**src/rtl/log_domain_fp16_mul.sv**
```systemverilog
// FP16 multiplier working in the log2 domain with host-loaded log2/exp2 LUTs, two-cycle latency.
// Defining LOG_MUL_DIV_EN adds the mul_or_div input and a log-domain divide mode.
module log_domain_fp16_mul #(
  parameter int unsigned FLOAT_LEN = 16,
  parameter int unsigned EXP_LEN   = 5,
  parameter int unsigned MANT_LEN  = 10,
  parameter int unsigned LUT_SIZE  = 128
) (
  input  logic                 clk,
  input  logic                 rst_n,
  input  logic [FLOAT_LEN-1:0] a,
  input  logic [FLOAT_LEN-1:0] b,
`ifdef LOG_MUL_DIV_EN
  input  logic                 mul_or_div,
`endif
  input  logic                 lut_wr_en,
  input  logic [MANT_LEN-1:0]  log2_lut_data_in,
  input  logic [FLOAT_LEN-1:0] exp2_lut_data_in,
  output logic [FLOAT_LEN-1:0] result
);

  localparam int unsigned IDX_W  = $clog2(LUT_SIZE);
  localparam int unsigned ESUM_W = EXP_LEN + 2;
  localparam int unsigned FRAC_W = MANT_LEN + 1;
  localparam logic [EXP_LEN-1:0] EXP_MAX = {EXP_LEN{1'b1}};
  localparam logic [EXP_LEN-1:0] BIAS    = {1'b0, {(EXP_LEN-1){1'b1}}};
  localparam logic [FLOAT_LEN-1:0] QNAN  = {1'b0, EXP_MAX, 1'b1, {(MANT_LEN-1){1'b0}}};

  typedef enum logic [1:0] {CLS_NORM, CLS_ZERO, CLS_INF, CLS_NAN} cls_t;

  logic [MANT_LEN-1:0] r_log2_lut [LUT_SIZE];
  logic [MANT_LEN-1:0] r_exp2_lut [LUT_SIZE];
  logic [IDX_W-1:0]    r_wr_ptr;

  logic [EXP_LEN-1:0]  w_ea, w_eb;
  logic [MANT_LEN-1:0] w_ma, w_mb, w_log_a, w_log_b, w_frac;
  logic                w_a_zero, w_b_zero, w_a_inf, w_b_inf, w_a_nan, w_b_nan;
  logic [FRAC_W-1:0]   w_frac_sum;
  logic [ESUM_W-1:0]   w_exp;
  cls_t                w_cls;
  logic                w_ovf, w_unf, w_unused;
  logic [MANT_LEN-1:0] w_exp2;
  logic [FLOAT_LEN-1:0] w_result;
`ifdef LOG_MUL_DIV_EN
  logic [FRAC_W-1:0]   w_frac_diff;
`endif

  logic                r_sign;
  logic [IDX_W-1:0]    r_frac_idx;
  logic [ESUM_W-1:0]   r_exp;
  cls_t                r_cls;
  logic [FLOAT_LEN-1:0] r_result;

  // LUT storage is deliberately outside reset so contents survive a reset pulse.
  always_ff @(posedge clk) begin
    if (lut_wr_en) begin
      r_log2_lut[r_wr_ptr] <= log2_lut_data_in;
      r_exp2_lut[r_wr_ptr] <= exp2_lut_data_in[MANT_LEN-1:0];
    end
  end

  always_ff @(posedge clk or negedge rst_n) begin
    if (!rst_n)         r_wr_ptr <= '0;
    else if (lut_wr_en) r_wr_ptr <= r_wr_ptr + IDX_W'(1);
    else                r_wr_ptr <= '0;
  end

  assign w_ea     = a[FLOAT_LEN-2 -: EXP_LEN];
  assign w_eb     = b[FLOAT_LEN-2 -: EXP_LEN];
  assign w_ma     = a[MANT_LEN-1:0];
  assign w_mb     = b[MANT_LEN-1:0];
  assign w_a_zero = (w_ea == '0);
  assign w_b_zero = (w_eb == '0);
  assign w_a_inf  = (w_ea == EXP_MAX) && (w_ma == '0);
  assign w_b_inf  = (w_eb == EXP_MAX) && (w_mb == '0);
  assign w_a_nan  = (w_ea == EXP_MAX) && (w_ma != '0);
  assign w_b_nan  = (w_eb == EXP_MAX) && (w_mb != '0);
  assign w_log_a  = r_log2_lut[w_ma[MANT_LEN-1 -: IDX_W]];
  assign w_log_b  = r_log2_lut[w_mb[MANT_LEN-1 -: IDX_W]];
  assign w_frac_sum = {1'b0, w_log_a} + {1'b0, w_log_b};
`ifdef LOG_MUL_DIV_EN
  assign w_frac_diff = {1'b0, w_log_a} - {1'b0, w_log_b};
`endif

  // Stage 1: log-domain add (or subtract), exponent combine and operand classification.
  always_comb begin
    w_frac = w_frac_sum[MANT_LEN-1:0];
    w_exp  = ESUM_W'(w_ea) + ESUM_W'(w_eb) - ESUM_W'(BIAS) + ESUM_W'(w_frac_sum[MANT_LEN]);
    w_cls  = CLS_NORM;
    if (w_a_nan || w_b_nan || (w_a_zero && w_b_inf) || (w_a_inf && w_b_zero)) w_cls = CLS_NAN;
    else if (w_a_inf || w_b_inf)                                               w_cls = CLS_INF;
    else if (w_a_zero || w_b_zero)                                             w_cls = CLS_ZERO;
`ifdef LOG_MUL_DIV_EN
    if (mul_or_div) begin
      w_frac = w_frac_diff[MANT_LEN-1:0];
      w_exp  = ESUM_W'(w_ea) - ESUM_W'(w_eb) + ESUM_W'(BIAS) - ESUM_W'(w_frac_diff[MANT_LEN]);
      w_cls  = CLS_NORM;
      if (w_a_nan || w_b_nan || (w_a_zero && w_b_zero) || (w_a_inf && w_b_inf)) w_cls = CLS_NAN;
      else if (w_a_inf || w_b_zero)                                              w_cls = CLS_INF;
      else if (w_a_zero || w_b_inf)                                              w_cls = CLS_ZERO;
    end
`endif
  end

  assign w_unused = &{1'b0, exp2_lut_data_in[FLOAT_LEN-1:MANT_LEN], w_frac[MANT_LEN-IDX_W-1:0]};

  always_ff @(posedge clk or negedge rst_n) begin
    if (!rst_n) begin
      r_sign     <= 1'b0;
      r_frac_idx <= '0;
      r_exp      <= '0;
      r_cls      <= CLS_NORM;
    end else begin
      r_sign     <= a[FLOAT_LEN-1] ^ b[FLOAT_LEN-1];
      r_frac_idx <= w_frac[MANT_LEN-1 -: IDX_W];
      r_exp      <= w_exp;
      r_cls      <= w_cls;
    end
  end

  // Stage 2: exp2 lookup and special-case / range resolution.
  assign w_exp2 = r_exp2_lut[r_frac_idx];
  assign w_ovf  = !r_exp[ESUM_W-1] && (r_exp[ESUM_W-2:0] >= (ESUM_W-1)'(EXP_MAX));
  assign w_unf  = r_exp[ESUM_W-1] || (r_exp == '0);

  always_comb begin
    w_result = {r_sign, r_exp[EXP_LEN-1:0], w_exp2};
    case (r_cls)
      CLS_NAN:  w_result = QNAN;
      CLS_INF:  w_result = {r_sign, EXP_MAX, MANT_LEN'(0)};
      CLS_ZERO: w_result = {r_sign, (FLOAT_LEN-1)'(0)};
      default: begin
        if (w_ovf)      w_result = {r_sign, EXP_MAX, MANT_LEN'(0)};
        else if (w_unf) w_result = {r_sign, (FLOAT_LEN-1)'(0)};
      end
    endcase
  end

  always_ff @(posedge clk or negedge rst_n) begin
    if (!rst_n) r_result <= '0;
    else        r_result <= w_result;
  end

  assign result = r_result;

endmodule

```
**config.mk**
```make
export PLATFORM = sky130hd
export DESIGN_NAME = log_domain_fp16_mul
export DESIGN_NICKNAME = d
export VERILOG_FILES = /design/src/rtl/log_domain_fp16_mul.sv
export SDC_FILE = /design/constraint.sdc
export NUM_CORES = 2
export LEC_CHECK = 0
export ABC_AREA = 1
export CAP_MARGIN = 20
export CORE_MARGIN = 2
export CORE_UTILIZATION = 49
export DETAILED_ROUTE_END_ITERATION = 8
export MAX_ROUTING_LAYER = met4
export SLEW_MARGIN = 5
export SYNTH_ARGS = -nofsm -noshare
export SYNTH_HDL_FRONTEND = slang
export SYNTH_SLANG_ARGS = --single-unit
```
**constraint.sdc**
```tcl
create_clock -name clk -period 5.9 [get_ports clk]
set_input_delay 1.77 -clock clk [delete_from_list [all_inputs] [get_ports clk]]
set_output_delay 1.77 -clock clk [all_outputs]
set_load 0.05 [all_outputs]
```
==> flow_summary.toml <==
[status]
status = "complete, no violations"

[logic_synthesis]
synth_top_family_by_area = "compound AO/OA/AOI/OAI gates"
syn_nets = 10530
synthAdderAreaFrac_pct = 0.2343
yosys.area_share.simple_pct = 10.29
synth-seq-cells = 2600
synth_edf_count = 2560
synthMuxAreaShare_pct = 0
ys.flop_type = "edfxtp_1"
synth_cell_types = 53
synthArstFlopShare_pct = 1.538
synth_compound_area_share_pct = 16.89
yosysWarnings = 0
synth-xor-area-share_pct = 0.06075
syn-cell-area_um2 = 115300
post_synth.cell_area_avg_um2 = 11.04
syn_inst = 10450
synth-seq-area-share_pct = 67.52

[timing]
drv_slew = 0
whs_ns = 0.4739
setup_viol = 0
period_needed_ns = 5.682
skew_ns = 0.05702
tightestPinTransition_ns = 1.067
fmax_ghz = 0.1760
slew_headroom_pct = 28.84
finalCritPeriodShare_pct = 96.30
fin_setup_tns_ns = 0
final_hold_viol_count = 0

[floorplanning]
start_util_pct = 49.13
ios = 77
dieArea_um2 = 239300
core_area_um2 = 234700
die_h_um = 489.1
die_w_um = 489.1
row_count = 178

[power_and_ir_drop]
p_leak_nw = 46.52
p_per_area_nw_per_um2 = 374.5
ir_drop_mv = 0.3871

[drt]
drc = 0
first_pass_iters = 9
vias_per_cell = 6.288
wl_per_cell_um = 28.34
ant_nets = 0
drt_iter0_markers = 13250
wl_mm = 405.0
via_count = 89840

[place]
hpwl_mm = 253.9
gp_congestion = 0.9849
io_buffers = 70

[clock_network]
numCtsBuffers = 298
clock_latency_ns = 0.97
cts_tree = "built"
root_buffer = "clkbuf_16"
htree_levels = 5
cts_sinks = 2600
clockBufferDepth = 4
cts_hold_buf = 0
clkTransAtPathRegs_ns = 0.05

[worst_setup_path]
critPathBufInv = 8
worst-setup-path-type = "primary input to register"
r2r_start = "r_log2_lut[45][7]$_DFFE_PP_"
arrival_ns = 6.48
cp-end-kind = "register"
cp_slowest_cell = "o211ai_1"
rrSetupSlack_ns = 1.14
cp_num_cells = 28
r2r_end = "r_exp[5]$_DFF_PN0_"
cp.required_ns = 6.70
worst_setup_path_start_kind = "primary input"
reg2regPathDepth = 28
max_stage_delay_ns = 0.47
crit_family = "compound AO/OA/AOI/OAI gates"
critPathCapture = "r_exp[5]$_DFF_PN0_"
crit_start = "b[4]"
crit_fanout = 20

[finish]
drive_gt1_share_pct = 13.57
final_cell_mix = "edfxtp_1 (2,560), o21ai_0 (1,982), nor2_1 (1,226)"
utilization_pct = 57.36
fillers = 19370
area_delta_synth_final_pct = 16.76
layout_commonest_cell = "edfxtp_1"
finalNetCount = 11000

[grt]
gr-total-overflow = 0
grt.total_usage_pct = 34.11
grt_pass1_wl_mm = 574.7
grt_max_degree = 165
antenna_found_initial = 17
grt_pass1_vias = 83640

[hold_path]
hold_start = "r_sign$_DFF_PN0_"
hold_path.class = "register to register"

[run]
drv_cap = 0
## registers in the layout (all words and copies together), names as in the netlist
signal,flops
r_sign,1
r_exp2_lut,1280
r_log2_lut,1280
r_wr_ptr,7
r_frac_idx,7
result,16
r_cls,2
r_exp,7
## cells in the mapped netlist, drive strengths merged, types with 3 or more instances
| master | n | area (um^2) |
|---|---|---|
| dfrtp | 40 | 1001 |
| o2111ai | 10 | 87.58 |
| xor2 | 7 | 61.31 |
| a31oi | 45 | 281.5 |
| edfxtp | 2560 | 76870 |
| o311ai | 8 | 70.07 |
| nand4 | 35 | 219.0 |
| nor4 | 4 | 25.02 |
| inv | 551 | 2068 |
| o221ai | 72 | 630.6 |
| a221oi | 6 | 52.55 |
| a211oi | 26 | 195.2 |
| or2 | 8 | 50.05 |
| o32ai | 3 | 26.28 |
| buf | 441 | 2295 |
| a22o | 3 | 26.28 |
| a21oi | 605 | 3028 |
| nand2 | 1007 | 3792 |
| ha | 20 | 250.2 |
| o22ai | 382 | 2390 |
| a32o | 6 | 60.06 |
| nand3 | 519 | 2597 |
| o21ai | 1996 | 9990 |
| a2111oi | 3 | 26.28 |
| clkbuf | 372 | 1398 |
| nor2 | 1355 | 5112 |
| nor3 | 13 | 65.06 |
| o211ai | 334 | 2512 |
## power breakdown
| group | switching (mW) | internal, mW |
|---|---|---|
| registers | 0.305 | 20.4 |
| logic | 8.61 | 3.37 |
| clock network | 7.22 | 10.5 |
## layer usage
layer / up-vias / track usage [%] / routed length [um] / part of all wire [%]
met4: 0 / 14.76 / 19070 / 4.7
met1: 44340 / 46.11 / 160100 / 40
met3: 952 / 6.286 / 43630 / 11
li1: 39090 / - / - / -
met2: 5459 / 50.70 / 182100 / 45
met5: - / - / 0 / 0
## worst min path at each step
stage	to	cells past startpoint
3_3_place_gp	result[15]$_DFF_PN0_	1
5_1_grt	result[15]$_DFF_PN0_	1
4_1_cts	result[15]$_DFF_PN0_	1
3_5_place_dp	result[15]$_DFF_PN0_	1
2_1_floorplan	result[15]$_DFF_PN0_	1
6_report	result[15]$_DFF_PN0_	1
## kinds of logic (layout without fill, tap and decap cells)
kind of cell    after synthesis  count (layout)
fa+ha+maj                    21              21
compound gates             3511            3511
other cells                   0              11
simple gates               2942            2942
buf+inv                    1366            2045
flops                      2600            2600
xor+xnor                      8               8
## through the flow
| stage | area [um^2] | instances | power (mW) | setup slack [ns] |
|---|---|---|---|---|
| after floorplan | 115300 | 10450 | 27.41 | 0.2213 |
| after global placement | 125200 | 13770 | 32.61 | -0.9946 |
| after detailed placement | 125200 | 13770 | 32.77 | -0.8889 |
| after CTS | 134300 | 14270 | 50.32 | 0.06032 |
| after global routing | 134600 | 14280 | 52.06 | -0.007277 |
| final | 134700 | 14290 | 50.43 | 0.2185 |
## layout make-up
type / instances / area [um^2] / share of cell area (%)
Inverter: 553 / 2127 / 1.580
Clock buffer: 383 / 8080 / 6.001
Timing Repair Buffer: 985 / 9338 / 6.935
Sequential cell: 2600 / 77890 / 57.85
Tap cell: 3150 / 3941 / 2.927
Antenna cell: 11 / 27.53 / 0.02044
Clock inverter: 124 / 1094 / 0.8121
Multi-Input combinational cell: 6482 / 32160 / 23.88
## repair_timing
action / in CTS / in global routing
buffers inserted: 0 / 1
gates resized for setup: 0 / 45
setup endpoints to repair: 0 / 5
Note: power is estimated with default switching activity, not from simulation.
